`src/rtl/fetch_if.sv`:
```
// Fetch-side bus bundle: instruction-memory request/ack, redirect strobe and
// the decode-facing valid/ready instruction head.
interface fetch_if;
    logic        imem_req;
    logic [31:0] imem_addr;
    logic        imem_ack;
    logic [31:0] imem_rdata;
    logic        PCSrc;
    logic [31:0] PCResult;
    logic        InstrValid;
    logic        InstrReady;
    logic [31:0] Instr;
    logic [31:0] PCPlus8;

    modport master (
        output imem_req, imem_addr, InstrValid, Instr, PCPlus8,
        input  imem_ack, imem_rdata, PCSrc, PCResult, InstrReady
    );
    modport slave (
        input  imem_req, imem_addr, InstrValid, Instr, PCPlus8,
        output imem_ack, imem_rdata, PCSrc, PCResult, InstrReady
    );
endinterface

```
`src/rtl/fetch_unit.sv`:
```
// Instruction fetch: one outstanding memory request feeding a 2-entry
// instruction buffer, with redirect squashing buffered and in-flight fetches.
module fetch_unit #(
    parameter logic [31:0] RESET_PC = 32'h0000_0000
) (
    input  logic     clk,
    input  logic     reset,
    fetch_if.master  bus
);
    typedef enum logic [1:0] {IDLE, WAIT, DRAIN} state_e;

    state_e           state_q, state_d;
    logic [31:0]      fetch_pc_q, fetch_pc_d;
    logic [31:0]      addr_q, addr_d;
    logic [1:0]       count_q, count_d, count_after;
    logic [1:0][31:0] instr_q, pc_q;
    logic             req_q;
    logic             push, pop, launch, idx;
    logic [31:0]      launch_pc, target;
    logic             unused_pcres;

    assign unused_pcres = ^bus.PCResult[1:0];
    assign target       = {bus.PCResult[31:2], 2'b00};
    assign pop          = (count_q != 2'd0) && bus.InstrReady;
    assign count_after  = count_q - {1'b0, pop};
    assign idx          = count_after[0];

    always_comb begin
        state_d    = state_q;
        addr_d     = addr_q;
        fetch_pc_d = fetch_pc_q;
        push       = 1'b0;
        launch     = 1'b0;
        launch_pc  = fetch_pc_q;
        case (state_q)
            IDLE: begin
                if (bus.PCSrc) begin
                    launch    = 1'b1;
                    launch_pc = target;
                end else if (count_after < 2'd2) begin
                    launch = 1'b1;
                end
            end
            WAIT: begin
                if (bus.imem_ack) begin
                    if (bus.PCSrc) begin
                        launch    = 1'b1;
                        launch_pc = target;
                    end else begin
                        push    = 1'b1;
                        state_d = IDLE;
                        // The push itself takes a slot; relaunch only if one is left.
                        if (count_after == 2'd0) launch = 1'b1;
                    end
                end else if (bus.PCSrc) begin
                    state_d = DRAIN;
                end
            end
            DRAIN: begin
                if (bus.imem_ack) begin
                    launch    = 1'b1;
                    launch_pc = bus.PCSrc ? target : fetch_pc_q;
                end
            end
            default: state_d = IDLE;
        endcase
        if (bus.PCSrc) fetch_pc_d = target;
        if (launch) begin
            state_d    = WAIT;
            addr_d     = launch_pc;
            fetch_pc_d = launch_pc + 32'd4;
        end
        count_d = bus.PCSrc ? 2'd0 : count_after + {1'b0, push};
    end

    always_ff @(posedge clk or negedge reset) begin
        if (!reset) begin
            state_q    <= IDLE;
            req_q      <= 1'b0;
            fetch_pc_q <= RESET_PC;
            addr_q     <= RESET_PC;
            count_q    <= 2'd0;
            instr_q    <= '0;
            pc_q       <= {RESET_PC, RESET_PC};
        end else begin
            state_q    <= state_d;
            req_q      <= (state_d != IDLE);
            fetch_pc_q <= fetch_pc_d;
            addr_q     <= addr_d;
            count_q    <= count_d;
            if (!bus.PCSrc && pop) begin
                instr_q[0] <= instr_q[1];
                pc_q[0]    <= pc_q[1];
            end
            // Later write wins over the shift when push lands in slot 0.
            if (push) begin
                instr_q[idx] <= bus.imem_rdata;
                pc_q[idx]    <= addr_q;
            end
        end
    end

    assign bus.imem_req   = req_q;
    assign bus.imem_addr  = addr_q;
    assign bus.InstrValid = (count_q != 2'd0);
    assign bus.Instr      = instr_q[0];
    assign bus.PCPlus8    = pc_q[0] + 32'd8;
endmodule
```
`src/flat_wrapper.sv`:
```
// flat-port wrapper written by rule: the top's interface ports become plain ports
module fetch_unit_flat 
#(
    parameter logic [31:0] RESET_PC = 32'h0000_0000
)
  (clk, reset, bus_imem_req, bus_imem_addr, bus_InstrValid, bus_Instr, bus_PCPlus8, bus_imem_ack, bus_imem_rdata, bus_PCSrc, bus_PCResult, bus_InstrReady);
  fetch_if bus_i ();
  input  logic clk;
  input  logic reset;
  output wire logic [$bits(bus_i.imem_req)-1:0] bus_imem_req;
  output wire logic [$bits(bus_i.imem_addr)-1:0] bus_imem_addr;
  output wire logic [$bits(bus_i.InstrValid)-1:0] bus_InstrValid;
  output wire logic [$bits(bus_i.Instr)-1:0] bus_Instr;
  output wire logic [$bits(bus_i.PCPlus8)-1:0] bus_PCPlus8;
  input wire logic [$bits(bus_i.imem_ack)-1:0] bus_imem_ack;
  input wire logic [$bits(bus_i.imem_rdata)-1:0] bus_imem_rdata;
  input wire logic [$bits(bus_i.PCSrc)-1:0] bus_PCSrc;
  input wire logic [$bits(bus_i.PCResult)-1:0] bus_PCResult;
  input wire logic [$bits(bus_i.InstrReady)-1:0] bus_InstrReady;
  assign bus_imem_req = bus_i.imem_req;
  assign bus_imem_addr = bus_i.imem_addr;
  assign bus_InstrValid = bus_i.InstrValid;
  assign bus_Instr = bus_i.Instr;
  assign bus_PCPlus8 = bus_i.PCPlus8;
  assign bus_i.imem_ack = bus_imem_ack;
  assign bus_i.imem_rdata = bus_imem_rdata;
  assign bus_i.PCSrc = bus_PCSrc;
  assign bus_i.PCResult = bus_PCResult;
  assign bus_i.InstrReady = bus_InstrReady;
  fetch_unit #(.RESET_PC(RESET_PC)) u_core (.clk(clk), .reset(reset), .bus(bus_i));
endmodule
```
`config.mk`:
```
export PLATFORM = sky130hd
export DESIGN_NAME = fetch_unit_flat
export DESIGN_NICKNAME = d
export VERILOG_FILES = /design/src/rtl/fetch_if.sv /design/src/rtl/fetch_unit.sv /design/src/flat_wrapper.sv
export SDC_FILE = /design/constraint.sdc
export NUM_CORES = 1
export LEC_CHECK = 0
export CAP_MARGIN = 20
export CORE_ASPECT_RATIO = 2
export CORE_MARGIN = 1
export CORE_UTILIZATION = 49
export CTS_CLUSTER_DIAMETER = 120
export DETAILED_ROUTE_END_ITERATION = 10
export GPL_TIMING_DRIVEN = 0
export PLACE_DENSITY = 0.82
export SYNTH_ARGS = -nofsm -noshare
export SYNTH_HDL_FRONTEND = slang
export SYNTH_SLANG_ARGS = --single-unit
```
`constraint.sdc`:
```
create_clock -name clk -period 3.2 [get_ports clk]
set_clock_uncertainty 0.15 [all_clocks]
set_input_delay 0.48 -clock clk [delete_from_list [all_inputs] [get_ports clk]]
set_output_delay 0.48 -clock clk [all_outputs]
set_load 0.02 [all_outputs]
```
==> metrics.log, run 1 <==
INFO  metric insertedDiodeCount = 0
INFO  metric highest_attainable_clock_frequency = 0.301 GHz
INFO  metric required = 3.35 ns
INFO  metric routed_wl = 29.4 mm
INFO  metric dp_cell_count = 1424
INFO  metric synth_largest_type_area_fraction = 0.481
INFO  metric failed_checks = negative setup slack
INFO  metric cell_type_contributing_the_most_total_cell_area_after_synthesis = sky130_fd_sc_hd__dfrtp_1
INFO  metric min_delay_worst_endpoint = u_core.fetch_pc_q[1]
INFO  metric synthArstFlopShare = 1.00
INFO  metric synth_edf_count = 0
INFO  metric die_width = 104 um
INFO  metric rsz0062_at_grt = yes
INFO  metric layout.nets = about 1300
INFO  metric first_iter_violations = between 400 and 500
INFO  metric yosysWarnings = 0
INFO  metric layout.cells.non_filler = 1495
INFO  metric layout_cells_sized_above_1 = 0.230
INFO  metric route.antenna.remaining_nets = 0
INFO  metric route.detailed.drc = 0
INFO  metric io_buffers = between 150 and 200
INFO  metric n_fill_cell = 1605
INFO  metric slew-limit-headroom = 0.455
INFO  metric minimum_clock_period_after_layout = 3.33 ns
INFO  metric fp.coreArea = 20500 sq um
INFO  metric core.rowCount = 74
INFO  metric r2r-start = u_core.state_q[1]
INFO  metric syn-mean-instance-area = 10.3 sq um
INFO  metric finish.instance_area = around 14000 sq um
INFO  metric synthCells = 995
INFO  metric global_route_wire_length_before_repair = 46.0 mm
INFO  metric synth_fp_nets = 1072
INFO  metric grt_pass1_vias = 8994
INFO  metric clk_transition_reported_paths = 0.07 ns
INFO  metric cts_tree = built
INFO  metric die_h = between 200 and 250 um
INFO  metric start_util = 0.501
INFO  metric worst_pin_slew = 0.818 ns
INFO  metric cellLeakagePower = 5.75 nW
INFO  metric largest_fanout_on_the_critical_path = 7
INFO  metric critPathLaunchType = register
INFO  metric wl_per_cell = 19.6 um
INFO  metric timing.final.max_slew_violations = 0
INFO  metric max_cap_violations = 0
INFO  metric grt_max_degree = a little over 100
INFO  metric setup_ws = -0.126 ns
INFO  metric clkSinkCount = between 150 and 200
INFO  metric cts_buffers = 17
INFO  metric drt-vias-per-instance = 5.72
INFO  metric worstSkewPairLatency = between 0.4 and 0.5 ns
INFO  metric synth_flop_cell = sky130_fd_sc_hd__dfrtp_1
INFO  metric total_congestion_overflow_after_global_routing = 0
INFO  metric worstRegToRegCells = 16
INFO  metric num_vias = 8548
INFO  metric max_root_sink_buffers = 2
INFO  metric mappedNetlistArea = 10300 sq um
INFO  metric regToRegEndpoint = u_core.fetch_pc_q[24]
INFO  metric grt_antenna_before_repair = 0
INFO  metric critical_path_start_end_classification = register to register
INFO  metric place.gp.congestion = 0.933
INFO  metric globalRouteTotalUtil = 0.277
INFO  metric setup-violations-final = 11
INFO  metric syn2layout_area_growth = 32.0%
INFO  metric placed_cell_area = 12300 sq um
INFO  metric post-dp-hpwl = 21.3 mm
INFO  metric ys_top_cells_by_area = sky130_fd_sc_hd__dfrtp_1 (48%), sky130_fd_sc_hd__mux2_2 (8.8%), sky130_fd_sc_hd__mux2i_1 (7.3%)
INFO  metric postSynthRegisterBits = a little under 200
INFO  metric cellPowerDensity = 1130 nW/um^2
INFO  metric critical_path.endpoint_type = register
INFO  metric yosysUniqueCellTypes = 62
INFO  metric yosysSeqAreaShare = 0.481
INFO  metric hold_depth = 1
INFO  metric r2r_slack = -0.13 ns
INFO  metric htree_levels = 4
INFO  metric timing.critical_path.arrival = around 3.5 ns
INFO  metric cts.root.buffer_cell = sky130_fd_sc_hd__clkbuf_16
INFO  metric final_hold_viol_count = 0
INFO  metric die_area = 21600 sq um
INFO  metric hold_path.class = register to register
INFO  metric hp-start = u_core.fetch_pc_q[1]
INFO  metric io-pin-count = 167
INFO  metric final_min_period_over_clock_period = 1.04
INFO  metric detail_route.first_pass.iterations = 5
INFO  metric outcome = complete, but fails checks
INFO  metric vdd.ir_drop.worst = 0.000602 V
metal layers:
metal / up-vias / track usage / wire length, um
li1: 3919 / - / -
met1: 4119 / 0.275 / 10100
met2: 364 / 0.512 / 15800
met3: 146 / 0.0418 / 1240
met4: 0 / 0.222 / 2230
met5: - / 0 / 0
critical path, stage by stage, from the launching register on:
cell                        delay (ns)
sky130_fd_sc_hd__dfrtp_1          0.41
sky130_fd_sc_hd__inv_2            0.07
sky130_fd_sc_hd__ha_4             0.29
sky130_fd_sc_hd__nor2b_4          0.16
sky130_fd_sc_hd__buf_6            0.11
sky130_fd_sc_hd__o21a_4           0.16
sky130_fd_sc_hd__buf_12           0.13
sky130_fd_sc_hd__clkbuf_16        0.14
sky130_fd_sc_hd__a21o_1           0.18
sky130_fd_sc_hd__ha_4             0.16
sky130_fd_sc_hd__o311ai_4         0.10
sky130_fd_sc_hd__a221oi_4         0.27
sky130_fd_sc_hd__nand3_2          0.14
sky130_fd_sc_hd__buf_12           0.18
sky130_fd_sc_hd__nor3_4           0.22
sky130_fd_sc_hd__mux2i_1          0.25
sky130_fd_sc_hd__a211oi_1         0.07
area by class of cell:
cell class	instances	area (sq um)	area share
clock inverters	10	97.6	0.00721
repair buffers	205	2010	0.149
well taps	266	333	0.0246
clock buffers	22	474	0.0350
inverters	11	41.3	0.00305
plain buffers	90	581	0.0429
flip-flops and latches	197	4930	0.364
multi-input cells	694	5070	0.374
state kept, by name, indices dropped and copies added (netlist names):
register	cells
u_core.pc_q	64
u_core.bus.Instr	32
u_core.bus.imem_addr	32
u_core.fetch_pc_q	32
u_core.instr_q	32
u_core.count_q	2
u_core.state_q	2
u_core.bus.imem_req	1
worst max path at each step:
stage,startpoint,endpoint
floorplan,u_core.state_q[1],u_core.fetch_pc_q[24]
global placement,reset,u_core.bus.Instr[10]
detailed placement,u_core.state_q[1],u_core.fetch_pc_q[28]
CTS,u_core.state_q[1],u_core.fetch_pc_q[31]
global route,u_core.state_q[1],u_core.fetch_pc_q[18]
finish,u_core.state_q[1],u_core.fetch_pc_q[24]
cell usage after synthesis (8+ instances only):
cell                         n
sky130_fd_sc_hd__and3_1     12
sky130_fd_sc_hd__a22oi_1    18
sky130_fd_sc_hd__nor2_1    105
sky130_fd_sc_hd__dfrtp_1   197
sky130_fd_sc_hd__nand2_1    78
sky130_fd_sc_hd__buf_1      11
sky130_fd_sc_hd__xor2_1     15
sky130_fd_sc_hd__clkbuf_1   37
sky130_fd_sc_hd__a21oi_1    86
sky130_fd_sc_hd__nor3_1     12
sky130_fd_sc_hd__ha_1        8
sky130_fd_sc_hd__a22o_1      9
sky130_fd_sc_hd__mux2i_1    75
sky130_fd_sc_hd__and2_1      8
sky130_fd_sc_hd__nand3_1    19
sky130_fd_sc_hd__inv_1      11
sky130_fd_sc_hd__a31oi_1     8
sky130_fd_sc_hd__mux2_2     80
sky130_fd_sc_hd__o21ai_0    36
sky130_fd_sc_hd__nor2b_1     8
sky130_fd_sc_hd__buf_4      39
sky130_fd_sc_hd__xnor2_1    29
power breakdown:
group / total [mW] / leakage, nW / switching, mW / internal (mW)
Combinational: 8.51 / 3.07 / 4.57 / 3.94
Clock: 2.09 / 0.285 / 0.946 / 1.14
Sequential: 4.68 / 2.39 / 0.955 / 3.73
Total: 15.3 / 5.75 / 6.47 / 8.82
per-stage QoR:
| step | setup TNS [ns] | setup slack [ns] | utilization | total power [mW] | hold WS, ns |
|---|---|---|---|---|---|
| after floorplan | 0 | 0.000282 | - | 9.46 | 0.0344 |
| after global placement | -1331.84 | -6.54 | 0.599 | 12.1 | 0.319 |
| after detailed placement | -53.61 | -0.861 | 0.600 | 12.4 | 0.325 |
| after CTS | -0.0912 | -0.0392 | 0.654 | 15.0 | 0.345 |
| after global routing | -1.66 | -0.159 | 0.662 | 16.1 | 0.364 |
| final | -0.633 | -0.126 | 0.662 | 15.3 | 0.340 |
logic make-up after synthesis:
family                   Yosys count  synth area share
adder cells (fa/ha/maj)            8           0.00976
AND/OR/NAND/NOR                  277             0.126
AO/OA/AOI/OAI                    210             0.129
multiplexers                     155             0.161
buffers and inverters            104            0.0555
flip-flops                       197             0.481
XOR/XNOR                          44            0.0376
cell usage in the layout, fill, tap and decap left out, types with 8 or more instances in the layout:
master / n
sky130_fd_sc_hd__a22oi_1: 15
sky130_fd_sc_hd__mux2i_1: 75
sky130_fd_sc_hd__nand2_1: 78
sky130_fd_sc_hd__dfrtp_1: 195
sky130_fd_sc_hd__and3_1: 11
sky130_fd_sc_hd__a21oi_1: 83
sky130_fd_sc_hd__o21ai_0: 33
sky130_fd_sc_hd__dlygate4sd2_1: 8
sky130_fd_sc_hd__clkbuf_2: 11
sky130_fd_sc_hd__buf_6: 8
sky130_fd_sc_hd__nand3_1: 15
sky130_fd_sc_hd__xor2_1: 15
sky130_fd_sc_hd__clkbuf_1: 23
sky130_fd_sc_hd__clkbuf_16: 18
sky130_fd_sc_hd__clkdlybuf4s50_1: 147
sky130_fd_sc_hd__nor2_1: 99
sky130_fd_sc_hd__a31oi_1: 8
sky130_fd_sc_hd__mux2_2: 80
sky130_fd_sc_hd__xnor2_1: 29
sky130_fd_sc_hd__and2_1: 8
sky130_fd_sc_hd__inv_1: 8
sky130_fd_sc_hd__buf_4: 74
timing repair:
item,4_1_cts,5_1_grt
setup buffers,35,6
hold buffers,1,0
setup endpoints to repair,80,121
gates resized for setup,90,44
endpoints found under the hold margin,96,0
pin swaps,28,15
Note: power is estimated with default switching activity, not from simulation.
==> run 2: changes to the inputs <==
- CORE_UTILIZATION: 49 -> 58
- DONT_BUFFER_PORTS: unset -> 1
- PLACE_DENSITY: 0.82 -> 0.81
==> metrics.log, run 2 (same netlist as run 1, synthesis figures left out) <==
INFO  metric outcome = complete, but fails checks
INFO  metric failed_checks = negative hold slack, negative setup slack
INFO  metric minimum_clock_period_after_layout = 3.34 ns (+0.0119 ns)
INFO  metric highest_attainable_clock_frequency = 0.300 GHz (-0.36%)
INFO  metric final_min_period_over_clock_period = 1.04 (+0.00373)
INFO  metric most-common-layout-cells = sky130_fd_sc_hd__dfrtp_1 (197), sky130_fd_sc_hd__nor2_1 (99), sky130_fd_sc_hd__a21oi_1 (83)
INFO  metric die_area = 18300 sq um (-15%)
INFO  metric route.detailed.drc = 0 (unchanged)
INFO  metric cts_buffers = 17 (unchanged)
INFO  metric final_hold_viol_count = 197 (+197)
INFO  metric setup_ws = -0.138 ns (-0.0119 ns)
INFO  metric clk_transition_reported_paths = 0.08 ns (about the same)
INFO  metric num_vias = 7952 (-7.0%)
INFO  metric hold_path.class = primary input to asynchronous set/reset pin
INFO  metric syn2layout_area_growth = 16.6%
INFO  metric timing.final.max_slew_violations = 0 (unchanged)
INFO  metric drt-vias-per-instance = 6.22 (+8.8%)
INFO  metric cts_tree = built
INFO  metric largest_reg_flops = 64 (unchanged)
INFO  metric required = 3.39 ns (+0.04 ns)
INFO  metric critPathLaunchType = register
INFO  metric r2r_slack = -0.14 ns (about the same)
INFO  metric cellLeakagePower = 5.18 nW (-9.9%)
INFO  metric global_route_wire_length_before_repair = 42.8 mm (-7.0%)
INFO  metric routed_wl = 28.2 mm (-3.8%)
INFO  metric largest_fanout_on_the_critical_path = 8 (+1)
INFO  metric io-pin-count = 167 (unchanged)
INFO  metric final_common_cell = sky130_fd_sc_hd__dfrtp_1
INFO  metric grt_max_degree = 198 (+94%)
INFO  metric globalRouteTotalUtil = 0.316 (+0.0381)
INFO  metric post_route_worst_hold_slack = -0.420 ns (-0.761 ns)
INFO  metric cts.root.buffer_cell = sky130_fd_sc_hd__clkbuf_16
INFO  metric die_width = 96.0 um (-7.9%)
INFO  metric start_util = 0.594 (+0.0926)
INFO  metric critical_path_start_end_classification = register to register
INFO  metric worst_pin_slew = 0.752 ns (-0.0655 ns)
INFO  metric setup-violations-final = 12 (+1)
INFO  metric layout.nets = 1132 (-12%)
INFO  metric max_cap_violations = 0 (unchanged)
INFO  metric place.gp.congestion = 0.961 (+2.9%)
INFO  metric pre_cts_ws = -0.841 ns (+0.0196 ns)
INFO  metric cellPowerDensity = 1200 nW/um^2 (+6.0%)
INFO  metric max_root_sink_buffers = 2 (unchanged)
INFO  metric detail_route.first_pass.iterations = 5 (unchanged)
INFO  metric insertedDiodeCount = 0 (unchanged)
INFO  metric die_h = 190 um (-8.0%)
INFO  metric core.rowCount = 68 (-8.1%)
INFO  metric htree_levels = 4 (unchanged)
INFO  metric worstSkewPairLatency = 0.44 ns (about the same)
INFO  metric io_buffers = 0 (-100%)
INFO  metric total_congestion_overflow_after_global_routing = 0 (unchanged)
INFO  metric finalCoreUtilization = 0.693 (+0.0311)
INFO  metric post-dp-hpwl = 19.8 mm (-7.2%)
INFO  metric largest_register_by_flop_count = u_core.pc_q
INFO  metric route.antenna.remaining_nets = 0 (unchanged)
INFO  metric grt_antenna_before_repair = 0 (unchanged)
INFO  metric clkSinkCount = 197 (unchanged)
INFO  metric fp.coreArea = 17300 sq um (-16%)
INFO  metric vdd.ir_drop.worst = 0.000778 V (+29%)
INFO  metric rsz0062_at_grt = yes
INFO  metric startpoint = u_core.state_q[1]
INFO  metric grt_pass1_vias = 8212 (-8.7%)
INFO  metric timing.critical_path.arrival = 3.52 ns (+0.04 ns)
INFO  metric layout_cells_sized_above_1 = 0.272 (+0.0413)
INFO  metric n_fill_cell = 1295 (-19%)
INFO  metric wl_per_cell = 22.1 um (+13%)
INFO  metric critical_path.endpoint_type = register
INFO  metric first_iter_violations = 419 (-8.9%)
INFO  metric r2r-start = u_core.state_q[1]
INFO  metric slew-limit-headroom = 0.498 (+0.0436)
-- run 2: changes by cell type in the layout (fill, tap and decap cells not counted), moves of 6 or more --
cell                              before  now
sky130_fd_sc_hd__dlygate4sd2_1         8    0
sky130_fd_sc_hd__xnor2_2               0    7
sky130_fd_sc_hd__buf_4                74   80
sky130_fd_sc_hd__xnor2_1              29   22
sky130_fd_sc_hd__clkdlybuf4s50_1     147    0
-- run 2: worst paths after layout --
check                           cells after the start               endpoint
worst max-delay path                               15  u_core.fetch_pc_q[24]
worst min-delay path                                0   u_core.fetch_pc_q[2]
worst max register to register                     15  u_core.fetch_pc_q[24]
worst min register to register                      1   u_core.fetch_pc_q[1]
max in group asynchronous                           0        u_core.pc_q[58]
min in group clk                                    1     u_core.instr_q[43]
-- run 2: cell type report --
class | count | area (sq um) | share of cell area
buffer | 91 | 586 | 0.0489
timing repair buffer | 43 | 355 | 0.0297
multi-input combinational | 694 | 5140 | 0.430
clock buffer | 17 | 425 | 0.0356
tap | 210 | 263 | 0.0220
inverter | 11 | 41.3 | 0.00345
clock inverter | 15 | 219 | 0.0183
sequential | 197 | 4930 | 0.412
-- run 2: per-stage QoR --
stage | setup TNS [ns] | hold WS (ns) | area, sq um | power (mW) | cells
after floorplan | 0 | 0.0344 | 10300 | 9.46 | 995
after global placement | -46.23 | 0.0398 | 10600 | 10.8 | 1205
after global routing | -1.51 | -0.429 | 12000 | 15.1 | 1278
after detailed placement | -48.16 | 0.0397 | 10600 | 11.1 | 1205
final | -0.914 | -0.420 | 12000 | 14.3 | 1278
after CTS | -0.00439 | -0.432 | 11700 | 14.0 | 1264
-- run 2: per-layer routing --
| metal | wire (um) | vias up | track usage |
|---|---|---|---|
| li1 | - | 3605 | - |
| met1 | 9380 | 3866 | 0.317 |
| met2 | 15000 | 357 | 0.556 |
| met3 | 1810 | 124 | 0.0667 |
| met4 | 2040 | 0 | 0.223 |
| met5 | 0 | - | 0 |
-- run 2: worst max-delay path, cell delays in order, from the launching register on --
cell	delay, ns
sky130_fd_sc_hd__dfrtp_1	0.41
sky130_fd_sc_hd__inv_2	0.07
sky130_fd_sc_hd__ha_4	0.31
sky130_fd_sc_hd__nor2b_4	0.18
sky130_fd_sc_hd__o21a_4	0.17
sky130_fd_sc_hd__buf_12	0.13
sky130_fd_sc_hd__clkbuf_16	0.14
sky130_fd_sc_hd__a21o_1	0.15
sky130_fd_sc_hd__ha_2	0.22
sky130_fd_sc_hd__o311ai_4	0.12
sky130_fd_sc_hd__a221oi_4	0.28
sky130_fd_sc_hd__nand3_2	0.15
sky130_fd_sc_hd__buf_12	0.18
sky130_fd_sc_hd__nor3_4	0.18
sky130_fd_sc_hd__mux2i_1	0.09
sky130_fd_sc_hd__a211oi_1	0.27
-- run 2: repair_timing --
item,4_1_cts,5_1_grt
pin swaps,23,26
gates resized for setup,76,40
endpoints found under the hold margin,197,197
setup buffers,29,14
endpoints found under the setup margin,113,117
-- run 2: report_power, final --
group / total [mW] / internal [mW] / switching (mW)
Clock: 2.34 / 1.33 / 1.01
Combinational: 7.03 / 2.93 / 4.11
Sequential: 4.94 / 3.72 / 1.22
Total: 14.3 / 7.98 / 6.33
